==> src/rtl/pll_reset_seq.sv <==
// Power-on reset sequencer: waits for a stable PLL lock, then releases the system
// reset aligned to the first rising-phase clock enable of the divided clock.
module pll_reset_seq #(
   parameter int LOCK_CYCLES = 16384,
   parameter int DIV         = 20
) (
   input  logic clk,
   input  logic reset,
   input  logic pll_lock,
   output logic rst_out,
   output logic clk_en,
   output logic clk_en_n,
   output logic lock_lost
);

   localparam int CNT_W = (LOCK_CYCLES > 2) ? $clog2(LOCK_CYCLES) : 1;
   localparam int PH_W  = $clog2(DIV);

   localparam logic [CNT_W-1:0] CNT_LAST = CNT_W'(LOCK_CYCLES - 1);
   localparam logic [PH_W-1:0]  PH_LAST  = PH_W'(DIV - 1);
   localparam logic [PH_W-1:0]  PH_HALF  = PH_W'(DIV / 2);

   localparam logic [1:0] WAIT_LOCK = 2'd0;
   localparam logic [1:0] STABLE    = 2'd1;
   localparam logic [1:0] RELEASE   = 2'd2;
   localparam logic [1:0] RUN       = 2'd3;

   logic             lock_meta_q, lock_meta_d;
   logic             lock_s_q, lock_s_d;
   logic [1:0]       state_q, state_d;
   logic [CNT_W-1:0] cnt_q, cnt_d;
   logic [PH_W-1:0]  phase_q, phase_d;
   logic             rst_out_q, rst_out_d;
   logic             clk_en_q, clk_en_d;
   logic             clk_en_n_q, clk_en_n_d;
   logic             lock_lost_q, lock_lost_d;

   always_comb begin
      // NOTE: every signal assigned here gets a default first, so no path leaves it unassigned and no latch is inferred.
      lock_meta_d = pll_lock;
      lock_s_d    = lock_meta_q;
      state_d     = state_q;
      cnt_d       = '0;
      lock_lost_d = lock_lost_q;

      case (state_q)
         WAIT_LOCK: begin
            if (lock_s_q) state_d = STABLE;
         end
         STABLE: begin
            if (!lock_s_q) begin
               state_d = WAIT_LOCK;
            end else if (cnt_q == CNT_LAST) begin
               state_d = RELEASE;
            end else begin
               cnt_d = cnt_q + 1'b1;
            end
         end
         RELEASE: begin
            if (!lock_s_q) begin
               state_d = WAIT_LOCK;
            end else if (phase_q == PH_LAST) begin
               state_d = RUN;
            end
         end
         RUN: begin
            if (!lock_s_q) begin
               state_d     = WAIT_LOCK;
               lock_lost_d = 1'b1;
            end
         end
         default: state_d = WAIT_LOCK;
      endcase

      phase_d = (phase_q == PH_LAST) ? '0 : phase_q + 1'b1;

      // Outputs are decoded from next state/phase so they are registered yet line up with state_q.
      rst_out_d  = (state_d != RUN);
      clk_en_d   = (state_d == RUN) && (phase_d == '0);
      clk_en_n_d = (state_d == RUN) && (phase_d == PH_HALF);
   end

   always_ff @(posedge clk or posedge reset) begin
      if (reset) begin
         lock_meta_q <= 1'b0;
         lock_s_q    <= 1'b0;
         state_q     <= WAIT_LOCK;
         cnt_q       <= '0;
         phase_q     <= '0;
         rst_out_q   <= 1'b1;
         clk_en_q    <= 1'b0;
         clk_en_n_q  <= 1'b0;
         lock_lost_q <= 1'b0;
      end else begin
         // NOTE: non-blocking assignments make every flop sample the pre-edge values, independent of statement order.
         lock_meta_q <= lock_meta_d;
         lock_s_q    <= lock_s_d;
         state_q     <= state_d;
         cnt_q       <= cnt_d;
         phase_q     <= phase_d;
         rst_out_q   <= rst_out_d;
         clk_en_q    <= clk_en_d;
         clk_en_n_q  <= clk_en_n_d;
         lock_lost_q <= lock_lost_d;
      end
   end

   assign rst_out   = rst_out_q;
   assign clk_en    = clk_en_q;
   assign clk_en_n  = clk_en_n_q;
   assign lock_lost = lock_lost_q;

endmodule
==> config.mk <==
export PLATFORM = sky130hd
export DESIGN_NAME = pll_reset_seq
export DESIGN_NICKNAME = d
export VERILOG_FILES = /design/src/rtl/pll_reset_seq.sv
export SDC_FILE = /design/constraint.sdc
export NUM_CORES = 1
export LEC_CHECK = 0
export BUFFER_PORTS_ARGS = -buffer_cell sky130_fd_sc_hd__buf_4
export CELL_PAD_IN_SITES_DETAIL_PLACEMENT = 2
export CELL_PAD_IN_SITES_GLOBAL_PLACEMENT = 2
export CORE_MARGIN = 2
export CORE_UTILIZATION = 42
export DETAILED_ROUTE_END_ITERATION = 7
export GPL_TIMING_DRIVEN = 0
export PLACE_DENSITY = 0.87
export SYNTH_ARGS = -nofsm -noshare
export SYNTH_HDL_FRONTEND = slang
export SYNTH_SLANG_ARGS = --single-unit
==> constraint.sdc <==
create_clock -name clk -period 2.5 [get_ports clk]
set_input_delay 0 -clock clk [delete_from_list [all_inputs] [get_ports clk]]
set_output_delay 0 -clock clk [all_outputs]
set_load 0.03 [all_outputs]
---- Yosys cells after proc, flatten, opt, wreduce, memory -nomap -nowiden ----
Cells that the tools add are included.
operators by class
  add/sub/neg operators ................... 2
  eq/ne operators ......................... 8
  muxes and demuxes ....................... 11
  bitwise gates (word level) .............. 1
  reductions and logical operators ........ 5
operators with widths
  cell                     number
  $mux W14                 3
  $add A14 B1 Y14 const B  1
  $eq A14 B14 Y1 const B   1
  $mux W2                  6
  $pmux W2 S4              1
  $eq A2 B2 Y1 const B     3
  $add A5 B1 Y5 const B    1
  $eq A5 B4 Y1 const B     1
  $eq A5 B5 Y1 const B     1
  $logic_not A5 Y1         1
  $mux W5                  1
  $eq A2 B1 Y1 const B     1
  $logic_and A1 B1 Y1      2
  $logic_not A2 Y1         1
  $ne A2 B2 Y1 const B     1
  $reduce_and A2 Y1        1
  $not A1 Y1               1
word-level totals
  register bits after elaboration ......... 27
  bits of input ports ..................... 3
  output and inout bits ................... 4
  word-level logic and storage cells ...... 36

---- Longest topological paths before layout ----
Gate-level depths: netlist of run 1.
  word-level depth ........................ 6
  mapped depth ............................ 6
  depth with buffers taken out ............ 5

---- Least setup slack after synthesis of run 1 ----
OpenSTA, ideal clock, no wires.
  kind .................................... flip-flop to flip-flop
  from .................................... register phase_q[0]
  to ...................................... register state_q[0]
  data arrival time ....................... 1.279 ns
  data required time ...................... 2.380 ns
  path slack .............................. 1.101 ns
  cell stages (with the launch flop) ...... 5
  buffers on the path ..................... 0
  period minus slack after synthesis ...... 1.399 ns
  cells stage by stage .................... dfrtp_1 ha_1 and4bb_4 or3_1 o211a_1
between the ends
  word-level cells in the longest chain between the ends .. 4
RTL lines
  element                 RTL line  source
  start, declared         32        logic [PH_W-1:0] phase_q, phase_d;
  start signal, assigned  100       phase_q <= phase_d;
  $eq A5 B5 Y1            62        end else if (phase_q == PH_LAST) begin
  $mux W2                 62
  $mux W2                 60        if (!lock_s_q) begin
  $pmux W2 S4             46        case (state_q)
  named net state_d[0]    30        logic [1:0] state_q, state_d;
  end signal, assigned    98        state_q <= state_d;
  end, declared           30
The timed path passes the listed nets, and every way through them passes these cells.
A chain may end at the register's enable or synchronous reset.

---- Final worst setup path of run 1 ----
  from .................................... register cnt_q[0]
  to ...................................... register cnt_q[3]
between the ends
  word-level cells in the longest chain between the ends .. 4
RTL lines
  element                                                   RTL line  source
  start, declared                                           31        logic [CNT_W-1:0] cnt_q, cnt_d;
  start signal, assigned                                    99        cnt_q <= cnt_d;
  $add A14 B1 Y14 / $eq A14 B14 Y1 (equally long branches)  56, 53
  $mux W14 *                                                53        end else if (cnt_q == CNT_LAST) begin
  $mux W14 *                                                51        if (!lock_s_q) begin
  $mux W14 *                                                46
  named net cnt_d[3]                                        31
The timed path passes the listed nets; every way through them passes the cells marked *.

==> results_dict.tcl, run 1 <==
set metrics [dict create \
    fp.dieW_um 58.1 \
    final_common_cell "dfrtp_1" \
    syn_area_per_cell_um2 11.2 \
    area_growth_pct 10.6 \
    grt.overflow.total 0 \
    grt_max_degree 28 \
    drive_above_1_share 0.164 \
    maxSlewViolCount 0 \
    clk_pin_slew_ns 0.15 \
    n_antenna_cell 0 \
    routabilityCongestion 0.716 \
    postCtsSetupRepairBufs 0 \
    synthSimpleGateAreaFrac 0.198 \
    start_util 0.443 \
    nets 130 \
    hold_class "input pin to flip-flop" \
    synth_xor_area_frac 0.0996 \
    synth_top_family_by_area "simple AND/OR/NAND/NOR gates" \
    postRouteAntennaNets 0 \
    ys_seq_area_frac 0.550 \
    muxShareOfSynthArea 0.00813 \
    hold_path_startpoint "pll_lock" \
    finalCriticalPeriod_ns 1.66 \
    crit_required_ns 2.76 \
    vias 845 \
    tns_ns 0 \
    clockRootBuffer "clkbuf_4" \
    place_ws_ns 0.901 \
    drtIter0Drc 10 \
    cts_tree "done" \
    cap_violations 0 \
    start_kind "flip-flop" \
    p_leak_nw 0.579 \
    startpoint "cnt_q[0]" \
    place_hpwl_mm 1.83 \
    synth.net_count 117 \
    portBuffers 6 \
    track_usage 0.184 \
    h-tree-depth 1 \
    fmax_mhz 603 \
    setup_ws_ns 0.841 \
    ir_drop_mv 0.283 \
    first_pass_iters 4 \
    avgRoutedWirePerCell_um 17.4 \
    crit_type "flip-flop to flip-flop" \
    power_density_nw_per_um2 484 \
    cts_max_path_buffers 2 \
    yosys.cell_types.count 27 \
    rows 19 \
    drc 0 \
    numCtsBuffers 3 \
    cp-end-kind "flip-flop" \
    syn_area_um2 1230 \
    finClkSkew_ns 0.0103 \
    yosys_warnings 0 \
    first_global_vias 937 \
    die_h_um 58.1 \
    worst_pin_slew_ns 1.02 \
    final_cell_mix "26 x dfrtp_1, 21 x nor2_1, 12 x xnor2_1" \
    rsz0062_at_grt "false" \
    slew-limit-headroom 0.321 \
    io_pins 7 \
    grt_pass1_wl_mm 4.50 \
    cp_max_fo 10 \
    cts.sinks 27 \
    hold-worst-slack_ns 0.315 \
    antenna_found_initial 0 \
    clock_latency_ns 0.33 \
    syn_inst 110 \
    hold_violations 0 \
    die_area_um2 3380 \
    yosys.area_share.adder 0.0407 \
    post-route-period-util 0.664 \
    status "finished clean" \
    wl_mm 2.66 \
    core_um2 2780 \
    timing.rr.start "cnt_q[0]" \
    rrSetupSlack_ns 0.84 \
    cp_data_arrival_time_ns 1.92 \
    drt-vias-per-instance 5.52 \
    setup_violations 0 \
    ys_ff_latch 27 \
    postLayoutCoreUtil 0.489 \
    synth_compound_area_frac 0.0671 \
]
routing by layer:
layer	vias up	global-route usage	wire length [um]
met4	0	0.133	116
met1	426	0.224	1130
met2	18	0.297	1350
met3	12	0.0268	68
met5	-	0	0
li1	389	-	-
final timing paths:
path	cells after the start	to
min	2	lock_meta_q
max	6	cnt_q[3]
min in group asynchronous	3	cnt_q[9]
max reg2reg	6	cnt_q[3]
max in group asynchronous	3	clk_en_n
min reg2reg	0	lock_s_q
per-stage QoR:
step                      instances  instance area, um^2  total power [mW]
after floorplan                 110                 1230             0.467
after global placement          147                 1320             0.474
after detailed placement        147                 1320             0.475
after CTS                       153                 1360             0.672
after global routing            153                 1360             0.689
final                           153                 1360             0.658
flip-flops by register name, summed over array words and instances (netlist names):
name / cells
clk_en_n: 1
lock_lost: 1
cnt_q: 14
rst_out: 1
lock_s_q: 1
phase_q: 5
lock_meta_q: 1
clk_en: 1
state_q: 2
critical path: stages, from the launching register on:
cell and delay (ns):
dfrtp_1 0.45, ha_1 0.26, nand3_1 0.20, nor2_1 0.10
a31o_2 0.27, buf_4 0.18, nor2_1 0.14
cell type report:
| cell class | instances | area (um^2) |
|---|---|---|
| repair buffers | 8 | 65.1 |
| fillers | 304 | 1420 |
| clock buffers | 4 | 26.3 |
| multi-input cells | 72 | 509 |
| inverters | 10 | 37.5 |
| flip-flops and latches | 27 | 677 |
| well taps | 31 | 38.8 |
| plain buffers | 1 | 7.51 |
synthesized netlist by cell type (all sizes together):
library cell | n | area (um^2)
a21oi | 1 | 5.00
nor4 | 2 | 25.0
a31o | 2 | 17.5
dfstp | 1 | 26.3
and4bb | 1 | 16.3
o211ai | 1 | 21.3
and3 | 2 | 12.5
xor2 | 2 | 17.5
and4 | 1 | 8.76
o21ai | 1 | 5.00
buf | 1 | 7.51
nand4 | 3 | 25.0
nand3 | 7 | 40.0
o211a | 1 | 10.0
mux2i | 1 | 10.0
nand2 | 3 | 11.3
nor3 | 4 | 20.0
a22o | 1 | 8.76
inv | 10 | 37.5
or3 | 1 | 6.26
a221oi | 1 | 15.0
dfrtp | 26 | 651
nor2 | 21 | 78.8
xnor2 | 12 | 105
ha | 4 | 50.1
repair_timing:
action	4_1_cts	5_1_grt
resized for setup	0	0
hold buffers	2	0
endpoints found under the hold margin	27	0
power by group:
part           switching [mW]  internal, mW  leakage [nW]
sequential            0.00503         0.441         0.357
clock                   0.127        0.0625        0.0150
combinational          0.0149       0.00789         0.208
logic make-up (layout without fill, tap and decap cells):
group | Yosys count | count (layout)
multiplexers | 1 | 1
AND/OR/NAND/NOR | 45 | 45
flip-flops | 27 | 27
adder cells (fa/ha/maj) | 4 | 4
AO/OA/AOI/OAI | 8 | 8
buffers and inverters | 11 | 23
XOR/XNOR | 14 | 14
No activity file was read; power rests on OpenSTA's default activity.
==> inputs of run 2 (changes only) <==
CORE_UTILIZATION = 39   (was 42)
PLACE_DENSITY = 0.82   (was 0.87)
clock period = 1.6 ns   (was 2.5 ns; I/O delays follow)
==> run 2 against run 1 <==
  * Die area up 7.2%
  * Critical path type unchanged
  * Power grew 59%
  * Maximum frequency is 9.8% higher
  * Sequential cell count is the same
  * Final cell count increased by 9.8%
  * Non-clock buffer count grew 2
  * Sequential share of layout area fell by 2.3 points
==> results_dict.tcl, run 2 (synthesized netlist as in run 1, its figures left out) <==
set metrics [dict create \
    status "finished clean" \
    sequentialPowerShare 0.666 \
    finClkSkew_ns 0.00924 \
    fillers 326 \
    multiInputGateArea_um2 537 \
    setup_ws_ns 0.0887 \
    p_int_mw 0.798 \
    start_kind "flip-flop" \
    start_util 0.407 \
    numCtsBuffers 3 \
    place_hpwl_mm 1.74 \
    post-route-period-util 0.945 \
    routabilityCongestion 0.713 \
    clk_pin_slew_ns 0.16 \
    clkPwrFrac 0.296 \
    fin_area_um2 1430 \
    hold_violations 0 \
    top_layer_used "met4" \
    final_common_cell "dfrtp_1" \
    cap_violations 0 \
    area_growth_pct 16.0 \
    largest_registers "cnt_q: 14 flops, phase_q: 5 flops, state_q: 2 flops" \
    clock_latency_ns 0.33 \
    grt_max_degree 28 \
    n_antenna_cell 0 \
    met3_length_um 39 \
    cp_max_fo 10 \
    postLayoutCoreUtil 0.471 \
    crit_type "flip-flop to flip-flop" \
    drt-vias-per-instance 4.96 \
    die_area_um2 3620 \
    core_um2 3030 \
    worst_pin_slew_ns 1.05 \
    drive_above_1_share 0.218 \
    avgRoutedWirePerCell_um 16.0 \
    finalCriticalPeriod_ns 1.51 \
    top_register "cnt_q" \
    antenna_found_initial 0 \
    p_sw_mw 0.247 \
    cts.sinks 27 \
    grt_pass1_wl_mm 4.54 \
    track_usage 0.171 \
    setup_violations 0 \
    wl_mm 2.70 \
    place_ws_ns -0.0186 \
    cts_max_path_buffers 2 \
    switching_share 0.237 \
    vias 833 \
    first_pass_iters 3 \
    wirelength_met1_mm 1.26 \
    route.met2.wl_mm 1.38 \
    cts_tree "done" \
    clockRootBuffer "clkbuf_4" \
    fp.dieW_um 60.2 \
    postRouteAntennaNets 0 \
    final_cell_mix "26 x dfrtp_1, 20 x nor2_1, 12 x xnor2_1" \
    cp-end-kind "flip-flop" \
    first_global_vias 930 \
    hold_class "input pin to flip-flop" \
    maxSlewViolCount 0 \
    largest_reg_flops 14 \
    place_area_um2 1330 \
    ir_drop_mv 0.321 \
    drtIter0Drc 14 \
    crit_required_ns 1.83 \
    drc 0 \
    cp_data_arrival_time_ns 1.74 \
    p_leak_nw 0.588 \
    power_density_nw_per_um2 732 \
    die_h_um 60.2 \
    power_frac_comb 0.037 \
    fmax_mhz 662 \
    seq_area_um2 677 \
    portBuffers 6 \
    rows 20 \
    slew-limit-headroom 0.302 \
    io_pins 7 \
    grt.overflow.total 0 \
    nets 132 \
    h-tree-depth 1 \
]
run 2: changes by cell type in the layout (fill, tap and decap cells not counted):
cell,delta
clkinvlp_4,+1
ha_4,+1
ha_1,-2
buf_6,+1
nand3_1,-1
ha_2,+1
clkbuf_1,-1
nor2_1,-1
nor2_4,+1
buf_4,+1
nand3_2,+1
run 2: cell type report:
type	instances	area share
plain buffers	1	0.00789
clock buffers	3	0.0158
clock inverters	1	0.00526
inverters	10	0.0263
multi-input cells	72	0.376
flip-flops and latches	27	0.474
well taps	44	0.0386
repair buffers	10	0.0561
run 2: through the flow:
stage	hold WS [ns]	setup TNS (ns)	instances	total power, mW
2_1_floorplan	0.0314	0	110	0.729
3_3_place_gp	0.110	0	160	0.741
3_5_place_dp	0.110	-0.0186	160	0.744
4_1_cts	0.285	0	167	1.06
5_1_grt	0.297	-0.0298	168	1.09
6_report	0.313	0	168	1.05
run 2: power by group through the flow:
| stage | logic (mW) | clock network, mW | registers, mW |
|---|---|---|---|
| 3_3_place_gp | 0.0326 | 0 | 0.708 |
| 4_1_cts | 0.0388 | 0.328 | 0.696 |
| 3_5_place_dp | 0.0348 | 0 | 0.709 |
| 6_report | 0.0387 | 0.310 | 0.697 |
| 5_1_grt | 0.0449 | 0.346 | 0.698 |
| 2_1_floorplan | 0.0222 | 0 | 0.707 |
run 2: routing by layer:
metal / global-route usage / vias to the layer above
met2: 0.272 / 4
met1: 0.234 / 430
li1: - / 397
met3: 0.0260 / 2
met4: 0.0667 / 0
met5: 0 / -
run 2: final timing paths:
check / start / end / slack (ns) / cells after the start
worst max-delay path: cnt_q[0] / cnt_q[3] / 0.09 / 6
worst min-delay path: pll_lock / lock_meta_q / 0.31 / 2
worst max register to register: cnt_q[0] / cnt_q[3] / 0.09 / 6
worst min register to register: lock_meta_q / lock_s_q / 0.37 / 0
max in group asynchronous: reset / cnt_q[8] / 0.50 / 3
min in group asynchronous: reset / cnt_q[2] / 0.47 / 3
run 2: worst max-delay path, cell delays in order, from the launching register on:
cell and delay, ns:
dfrtp_1 0.45, ha_2 0.25, nand3_2 0.16, nor2_4 0.15, a31o_2 0.21, buf_6 0.15
nor2_1 0.06
run 2: what timing repair did:
item                                    in CTS  in global routing
gates resized for setup                      3                  4
hold buffers                                 2                  0
endpoints found under the setup margin      11                 12
setup buffers                                1                  1
hold endpoints to repair                    27                  0
